`config.mk`:
```
export PLATFORM = sky130hd
export DESIGN_NAME = serial_char_receiver
export DESIGN_NICKNAME = d
export VERILOG_FILES = /design/src/rtl/serial_pkg.sv /design/src/rtl/bit_sync2.sv /design/src/rtl/serial_char_receiver.sv
export SDC_FILE = /design/constraint.sdc
export NUM_CORES = 1
export LEC_CHECK = 0
export CORE_MARGIN = 2
export CORE_UTILIZATION = 30
export CTS_BUF_LIST = sky130_fd_sc_hd__clkbuf_16
export CTS_CLUSTER_DIAMETER = 150
export DETAILED_ROUTE_END_ITERATION = 8
export GPL_ROUTABILITY_DRIVEN = 0
export PLACE_DENSITY_LB_ADDON = 0.08
export SLEW_MARGIN = 20
export SYNTH_ARGS = -nofsm -noshare
export SYNTH_HDL_FRONTEND = slang
export SYNTH_HIERARCHICAL = 1
export SYNTH_SLANG_ARGS = --single-unit
export TNS_END_PERCENT = 50
```
`constraint.sdc`:
```
create_clock -name clk_clk -period 2.28 [get_ports clk_clk]
set_input_delay 0.342 -clock clk_clk [delete_from_list [all_inputs] [get_ports clk_clk]]
set_output_delay 0.342 -clock clk_clk [all_outputs]
set_load 0.01 [all_outputs]
```
`src/rtl/serial_pkg.sv`:
```
// serial_pkg: shared state encoding and frame constants for the serial receiver and its companion transmitter
package serial_pkg;

  typedef enum logic [2:0] {IDLE, START, DATA, STOP, PARITY} rx_state_t;

  localparam int FRAME_DATA_BITS = 8;

  // Last sample-counter value of the half-bit wait that centres sampling in each bit
  function automatic int half_bit_last(input int clks_per_bit);
    return clks_per_bit / 2 - 1;
  endfunction

endpackage

```
`src/rtl/bit_sync2.sv`:
```
// bit_sync2: two-flop synchroniser for a single asynchronous bit, with a selectable reset value
module bit_sync2 #(
  parameter logic RST_VAL = 1'b1
) (
  input  logic clk_i,
  input  logic rst_ni,
  input  logic d_i,
  output logic q_o
);

  logic [1:0] ff_q;

  // Shift the raw input through two flops so q_o is safe to use in the clk_i domain
  always_ff @(posedge clk_i or negedge rst_ni)
    if (!rst_ni) ff_q <= {2{RST_VAL}};
    else ff_q <= {ff_q[0], d_i};

  assign q_o = ff_q[1];

endmodule

```
`src/rtl/serial_char_receiver.sv`:
```
// serial_char_receiver: 8N1 serial receiver feeding the Nios parallel-output and char-received PIOs; define SERIAL_RX_PARITY_EN to add an even-parity bit and the parity_error output
module serial_char_receiver
  import serial_pkg::*;
#(
  parameter int CLKS_PER_BIT = 16,
  parameter int DATA_W       = FRAME_DATA_BITS
) (
  input  logic              clk_clk,
  input  logic              reset_reset_n,
  input  logic              serial_in,
  output logic [DATA_W-1:0] parallel_out,
  output logic              char_received,
  output logic              framing_error,
`ifdef SERIAL_RX_PARITY_EN
  output logic              parity_error,
`endif
  output logic              busy
);

  localparam int            CW       = $clog2(CLKS_PER_BIT);
  localparam logic [CW-1:0] HALF_M1  = CW'(half_bit_last(CLKS_PER_BIT));
  localparam logic [CW-1:0] FULL_M1  = CW'(CLKS_PER_BIT - 1);
  localparam logic [2:0]    LAST_BIT = 3'(DATA_W - 1);
`ifdef SERIAL_RX_PARITY_EN
  localparam rx_state_t     AFTER_DATA = PARITY;
`else
  localparam rx_state_t     AFTER_DATA = STOP;
`endif

  rx_state_t         state_q;
  logic [CW-1:0]     smp_q;
  logic [2:0]        bit_q;
  logic [DATA_W-1:0] shift_q;
  logic [DATA_W-1:0] data_q;
  logic              rdy_q;
  logic              ferr_q;
  logic              perr_q;
  logic              rx_s;
  logic              smp_done;

  bit_sync2 #(.RST_VAL(1'b1)) u_sync (
    .clk_i (clk_clk),
    .rst_ni(reset_reset_n),
    .d_i   (serial_in),
    .q_o   (rx_s)
  );

  assign smp_done = (state_q == START) ? (smp_q == HALF_M1) : (smp_q == FULL_M1);

  // Frame FSM: detect start, sample each bit at its centre, latch the byte and status flags at the stop bit
  always_ff @(posedge clk_clk or negedge reset_reset_n)
    if (!reset_reset_n) begin
      state_q <= IDLE;
      smp_q   <= '0;
      bit_q   <= '0;
      shift_q <= '0;
      data_q  <= '0;
      rdy_q   <= 1'b0;
      ferr_q  <= 1'b0;
      perr_q  <= 1'b0;
    end else begin
      smp_q <= (state_q == IDLE || smp_done) ? '0 : smp_q + CW'(1);
      case (state_q)
        IDLE: if (!rx_s) begin
          state_q <= START;
          rdy_q   <= 1'b0;
          ferr_q  <= 1'b0;
          perr_q  <= 1'b0;
        end
        START: if (smp_done) begin
          bit_q   <= '0;
          state_q <= rx_s ? IDLE : DATA;
        end
        DATA: if (smp_done) begin
          shift_q <= {rx_s, shift_q[DATA_W-1:1]};
          bit_q   <= bit_q + 3'd1;
          if (bit_q == LAST_BIT) state_q <= AFTER_DATA;
        end
`ifdef SERIAL_RX_PARITY_EN
        PARITY: if (smp_done) begin
          perr_q  <= rx_s ^ (^shift_q);
          state_q <= STOP;
        end
`endif
        STOP: if (smp_done) begin
          ferr_q  <= !rx_s;
          state_q <= IDLE;
          if (rx_s && !perr_q) begin
            data_q <= shift_q;
            rdy_q  <= 1'b1;
          end
        end
        default: state_q <= IDLE;
      endcase
    end

  assign parallel_out  = data_q;
  assign char_received = rdy_q;
  assign framing_error = ferr_q;
  assign busy          = (state_q != IDLE);
`ifdef SERIAL_RX_PARITY_EN
  assign parity_error  = perr_q;
`endif

endmodule

```
==> flow_metrics.py <==
metrics = {
    "setup_path": {
        "crit_required_ps": 1940,
        "end_kind": "output port",
        "slowest_stage": "dfrtp_1",
        "path_depth": 2,
        "reg2reg_setup_slack_ps": 640,
        "ff2ff_path_depth": 4,
        "arrival_ps": 1670,
        "path_max_fanout": 12,
        "slowest_delay_ps": 530,
        "crit_type": "reg -> out",
        "cp_num_buf_inv": 1,
        "r2r_start": "smp_q[0]$_DFF_PN0_",
        "cp-start-kind": "flip-flop",
        "path_cells": "or2_2 > clkdlybuf4s50_1",
        "cp_top_family": "flip-flops",
        "startpoint": "state_q[1]$_DFFE_PN0P_",
    },
    "route": {
        "vias": 736,
        "dr.first_iter.drc_count": 38,
        "ant_nets": 0,
        "vias_per_cell": 4.63,
        "routedWlPerCell_um": 13.2,
        "drc_errors": 0,
        "drt_pre_antenna_iters": 2,
        "routed_wl_um": 2100,
    },
    "floorplan": {
        "die_area_um2": 4610,
        "initial_core_util": 0.308,
        "rows": 23,
        "pin_count": 14,
        "dieHeight_um": 67.9,
        "core_area_um2": 3970,
        "fp.dieW_um": 67.9,
    },
    "final_layout": {
        "nets": 114,
        "fin_cells": 159,
        "final_cell_mix": "27 x dfrtp_1, 16 x mux2_2, 13 x clkdlybuf4s50_1",
        "syn2layout_area_growth_pct": 25.5,
        "drive_above_1_share": 0.275,
        "antenna_cells": 0,
        "fin_util": 0.387,
        "layout_commonest_cell": "dfrtp_1",
    },
    "synth": {
        "ys_warn_count": 6,
        "synth_top_area_share": 0.552,
        "netlist_instances": 90,
        "ys_ff_latch": 29,
        "ys_top_cells_by_area": "dfrtp_1 55%, mux2_2 15%, dfstp_2 4.3%, ha_1 3.1%, o221a_2 1.8%",
        "yosysSeqAreaShare": 0.594,
        "synth.avg_cell_area_um2": 13.6,
        "synth_largest_area_cell": "dfrtp_1",
        "yosysUniqueCellTypes": 31,
        "syn-num-nets": 96,
        "netlist_area_um2": 1220,
    },
    "timing": {
        "setup_tns_ps": 0,
        "finalClockSkew_ps": 3.82,
        "fin_ws_ps": 264,
        "rsz0062_at_grt": "no",
        "setup_viol_count_final": 0,
        "tightestPinTransition_ps": 433,
        "max_slew_margin": 0.711,
        "fmax_mhz": 496,
        "period_minus_slack_ps": 2020,
        "final-hold-violation-count": 0,
        "drv_slew": 0,
        "finalCritPeriodShare": 0.884,
    },
    "clock_network": {
        "cts_tree": "yes",
        "clkSinkCount": 29,
        "cts_max_level": 2,
        "cts.hold.buffers_added": 0,
        "clock_latency_ps": 270,
        "clockBufferDepth": 2,
        "clk_pin_slew_ps": 40,
        "cts_setup_buffers": 0,
        "cts_resized": 0,
        "cts-root-buf": "clkbuf_16",
        "cts_made_buffers": 5,
    },
    "global_routing": {
        "grt_pass1_vias": 812,
        "grt_remaining_overflow": 0,
        "antenna_found_initial": 0,
        "grt_usage": 0.118,
        "grt_max_degree": 30,
        "grt_pass1_wl_um": 3880,
    },
    "min_path": {
        "hold_path.class": "reg -> reg",
        "hold_depth": 0,
        "hold_path_startpoint": "u_sync/ff_q[0]$_DFF_PN1_",
    },
    "pwr": {
        "ir_drop_uv": 380,
        "power.leakage_nw": 0.732,
        "power_mw": 1.59,
        "powerDensity_nw_per_um2": 1030,
    },
    "place": {
        "placed_cells": 151,
        "pre_cts_ws_ps": 550,
        "hpwlAfterDp_um": 1450,
        "port_buffers": 13,
    },
    "outcome": {
        "outcome": "completed",
    },
    "flow_run": {
        "drv_cap": 0,
    },
}
-- flip-flops by register name, summed over array words and instances, names as in the netlist --
register / flops
parallel_out: 8
shift_q: 8
smp_q: 4
bit_q: 3
state_q: 2
u_sync/ff_q: 2
char_received: 1
framing_error: 1
-- power by group --
part | internal, mW | total (mW) | switching (mW) | leakage, nW
sequential | 0.593 | 0.696 | 0.103 | 0.383
combinational | 0.165 | 0.307 | 0.142 | 0.275
clock | 0.389 | 0.584 | 0.195 | 0.0738
total | 1.15 | 1.59 | 0.439 | 0.732
-- stage by stage --
| step | area [µm²] | hold WS (ps) |
|---|---|---|
| 2_1_floorplan | 1220 | 46.4 |
| 3_3_place_gp | 1400 | 348 |
| 3_5_place_dp | 1400 | 350 |
| 4_1_cts | 1540 | 357 |
| 5_1_grt | 1540 | 366 |
| 6_report | 1540 | 355 |
-- metal layers --
layer  vias up  share of wire  track usage
li1        358              -            -
met1       364           0.46        0.146
met2         9           0.48        0.178
met3         5          0.038       0.0362
met4         0          0.020       0.0750
met5         -              0            0
-- worst paths after layout --
kind / to
max reg2reg: parallel_out[0]$_DFFE_PN0P_
min: u_sync/ff_q[1]$_DFF_PN1_
max in group asynchronous: u_sync/ff_q[1]$_DFF_PN1_
max: busy
min in group asynchronous: smp_q[3]$_DFF_PN0_
min reg2reg: u_sync/ff_q[1]$_DFF_PN1_
-- kinds of logic after synthesis --
group | synth area share
compound gates | 0.0827
xor+xnor | 0.0215
fa+ha+maj | 0.0306
buf+inv | 0.0286
flops | 0.594
mux | 0.147
simple gates | 0.0950
-- synthesized netlist by cell type --
cell and number:
nor2_4 1, mux2_2 16, nor3_1 1, o221a_2 2, xor2_1 2, nand4b_1 1, nor2_1 4, a22o_1 1
nor3b_1 1, o21ai_0 3, and3_1 1, dfrtp_1 27, nand3_1 1, a221o_1 1, dfstp_2 2, buf_6 1
nand2_4 1, nand4_1 1, ha_1 3, and2_1 1, o21a_1 1, inv_1 3, xnor2_1 1, or2_2 2
nand2_1 3, buf_2 1, a211oi_1 1, a21o_1 2, buf_4 1, and4b_1 1, a21oi_1 3
-- cell type report --
cell class | count | area, µm²
clock buffers | 5 | 125
well taps | 50 | 62.6
inverters | 3 | 11.3
fillers | 390 | 2430
multi-input cells | 55 | 462
clock inverters | 3 | 11.3
repair buffers | 14 | 138
flip-flops and latches | 29 | 728
(Power assumes the default switching activity.)
==> RTL edit, RTL diff (config.mk and constraints unchanged) <==
The 5 states of `rx_state_t` get a one-hot encoding in 5 bits.
--- a/src/rtl/serial_pkg.sv
+++ b/src/rtl/serial_pkg.sv
@@ -3,3 +3,3 @@
 
-  typedef enum logic [2:0] {IDLE, START, DATA, STOP, PARITY} rx_state_t;
+  typedef enum logic [4:0] {IDLE = 5'b00001, START = 5'b00010, DATA = 5'b00100, STOP = 5'b01000, PARITY = 5'b10000} rx_state_t;
 
Function: same outputs for any inputs over 10 cycles, from zero or initial values and one cycle with reset_reset_n low; not proved beyond that.
==> RTL edit against the unedited design <==
- area after synthesis increased by 19%
- largest power group unchanged
- power decreased by 1.4%
- sequential cell count increased by 2
- final area increased by 18%
- clock skew increased by 0.0017 ns
- setup slack got worse by 0.19 ns
- highest routed layer unchanged
- wire length increased by 37%
- global-route usage increased by 0.77 points
- final cell count increased by 21%
==> RTL edit: results (changes against the unedited design) <==
Routing
  – Starting DRT DRC Count: 60 (+58%)
  – Vias per cell: 4.901 (+5.9%)
  – First drt pass iteration count: 4 (+2)

Layout
  – Share of layout cells above drive strength 1: 26.09% (-1.4 points)
  – Fillers: 457 (+17%)
  – #MultiIn Comb: 75 (+36%)
  – Signal buf overhead: 10.09% (+1.1 points)
  – Nonclk buf count: 20 (+6)
  – Invs w/o clock: 4 (+1)
  – Multi-input combinational cell area: 628.1 µm² (+36%)
  – Design Area, Final: 1810 µm² (+18%)

Timing
  – Slew headroom: 62.85% (-8.3 points)

Setup path
  – CP arrival: 1.86 ns (+0.19 ns)
  – Worst-path fanout max: 7 (-5)

Placement
  – HPWL Detailed: 1994 µm (+38%)
  – Post-Place Cells: 184 (+22%)
  – Post-DP Area: 1673 µm² (+19%)

GRT
  – Tot GR Track Use: 12.54% (+0.77 points)
  – Pin count of the biggest net entering global routing: 32 (+6.7%)
  – First-pass GRT wire length: 4933 µm (+27%)

Status
  – Status: finished clean

Yosys
  – Synth top area cells: dfrtp_1 (48%), mux2_2 (10%), dfstp_2 (5.4%), nor4b_4 (3.3%), ha_1 (2.6%)
  – Post-synth top cells: dfrtp_1 (28), mux2_2 (13), a21oi_1 (7)
  – Post-synthesis sequential area ratio: 53.52% (-5.9 points)
  – Area share of fa/ha/maj cells after synthesis: 2.577% (-0.49 points)
  – Mux contribution to synthesized area: 13.06% (-1.7 points)
  – Post-synthesis compound-gate area fraction: 8.591% (+0.32 points)

Clock tree
  – Clock sink count: 31 (+6.9%)
[RTL edit: changes by cell type after synthesis, moves of 3 or more]
cell      delta
a21oi_1      +4
clkbuf_1     +3
mux2_1       +3
mux2_2       -3
nand2_1      +3
[RTL edit: worst paths after layout]
| path | slack [ns] | end |
|---|---|---|
| max | 0.07 | busy |
| min | 0.36 | u_sync/ff_q[1] |
| max reg2reg | 0.48 | framing_error |
| min reg2reg | 0.36 | u_sync/ff_q[1] |
| max in group asynchronous | 1.48 | u_sync/ff_q[1] |
| min in group asynchronous | 0.47 | state_q[2] |
[RTL edit: report_power, final]
part           switching, mW  internal, mW
combinational          0.144         0.142
sequential            0.0614         0.604
clock                  0.219         0.393
total                  0.425          1.14
[RTL edit: metal layers]
layer  share of wire, %  track usage [%]  vias up
li1                   -                -      462
met1                 45            15.15      460
met2                 49            20.34       15
met3                3.6            4.527        4
met4                1.7            4.848        0
met5                  0                0        -
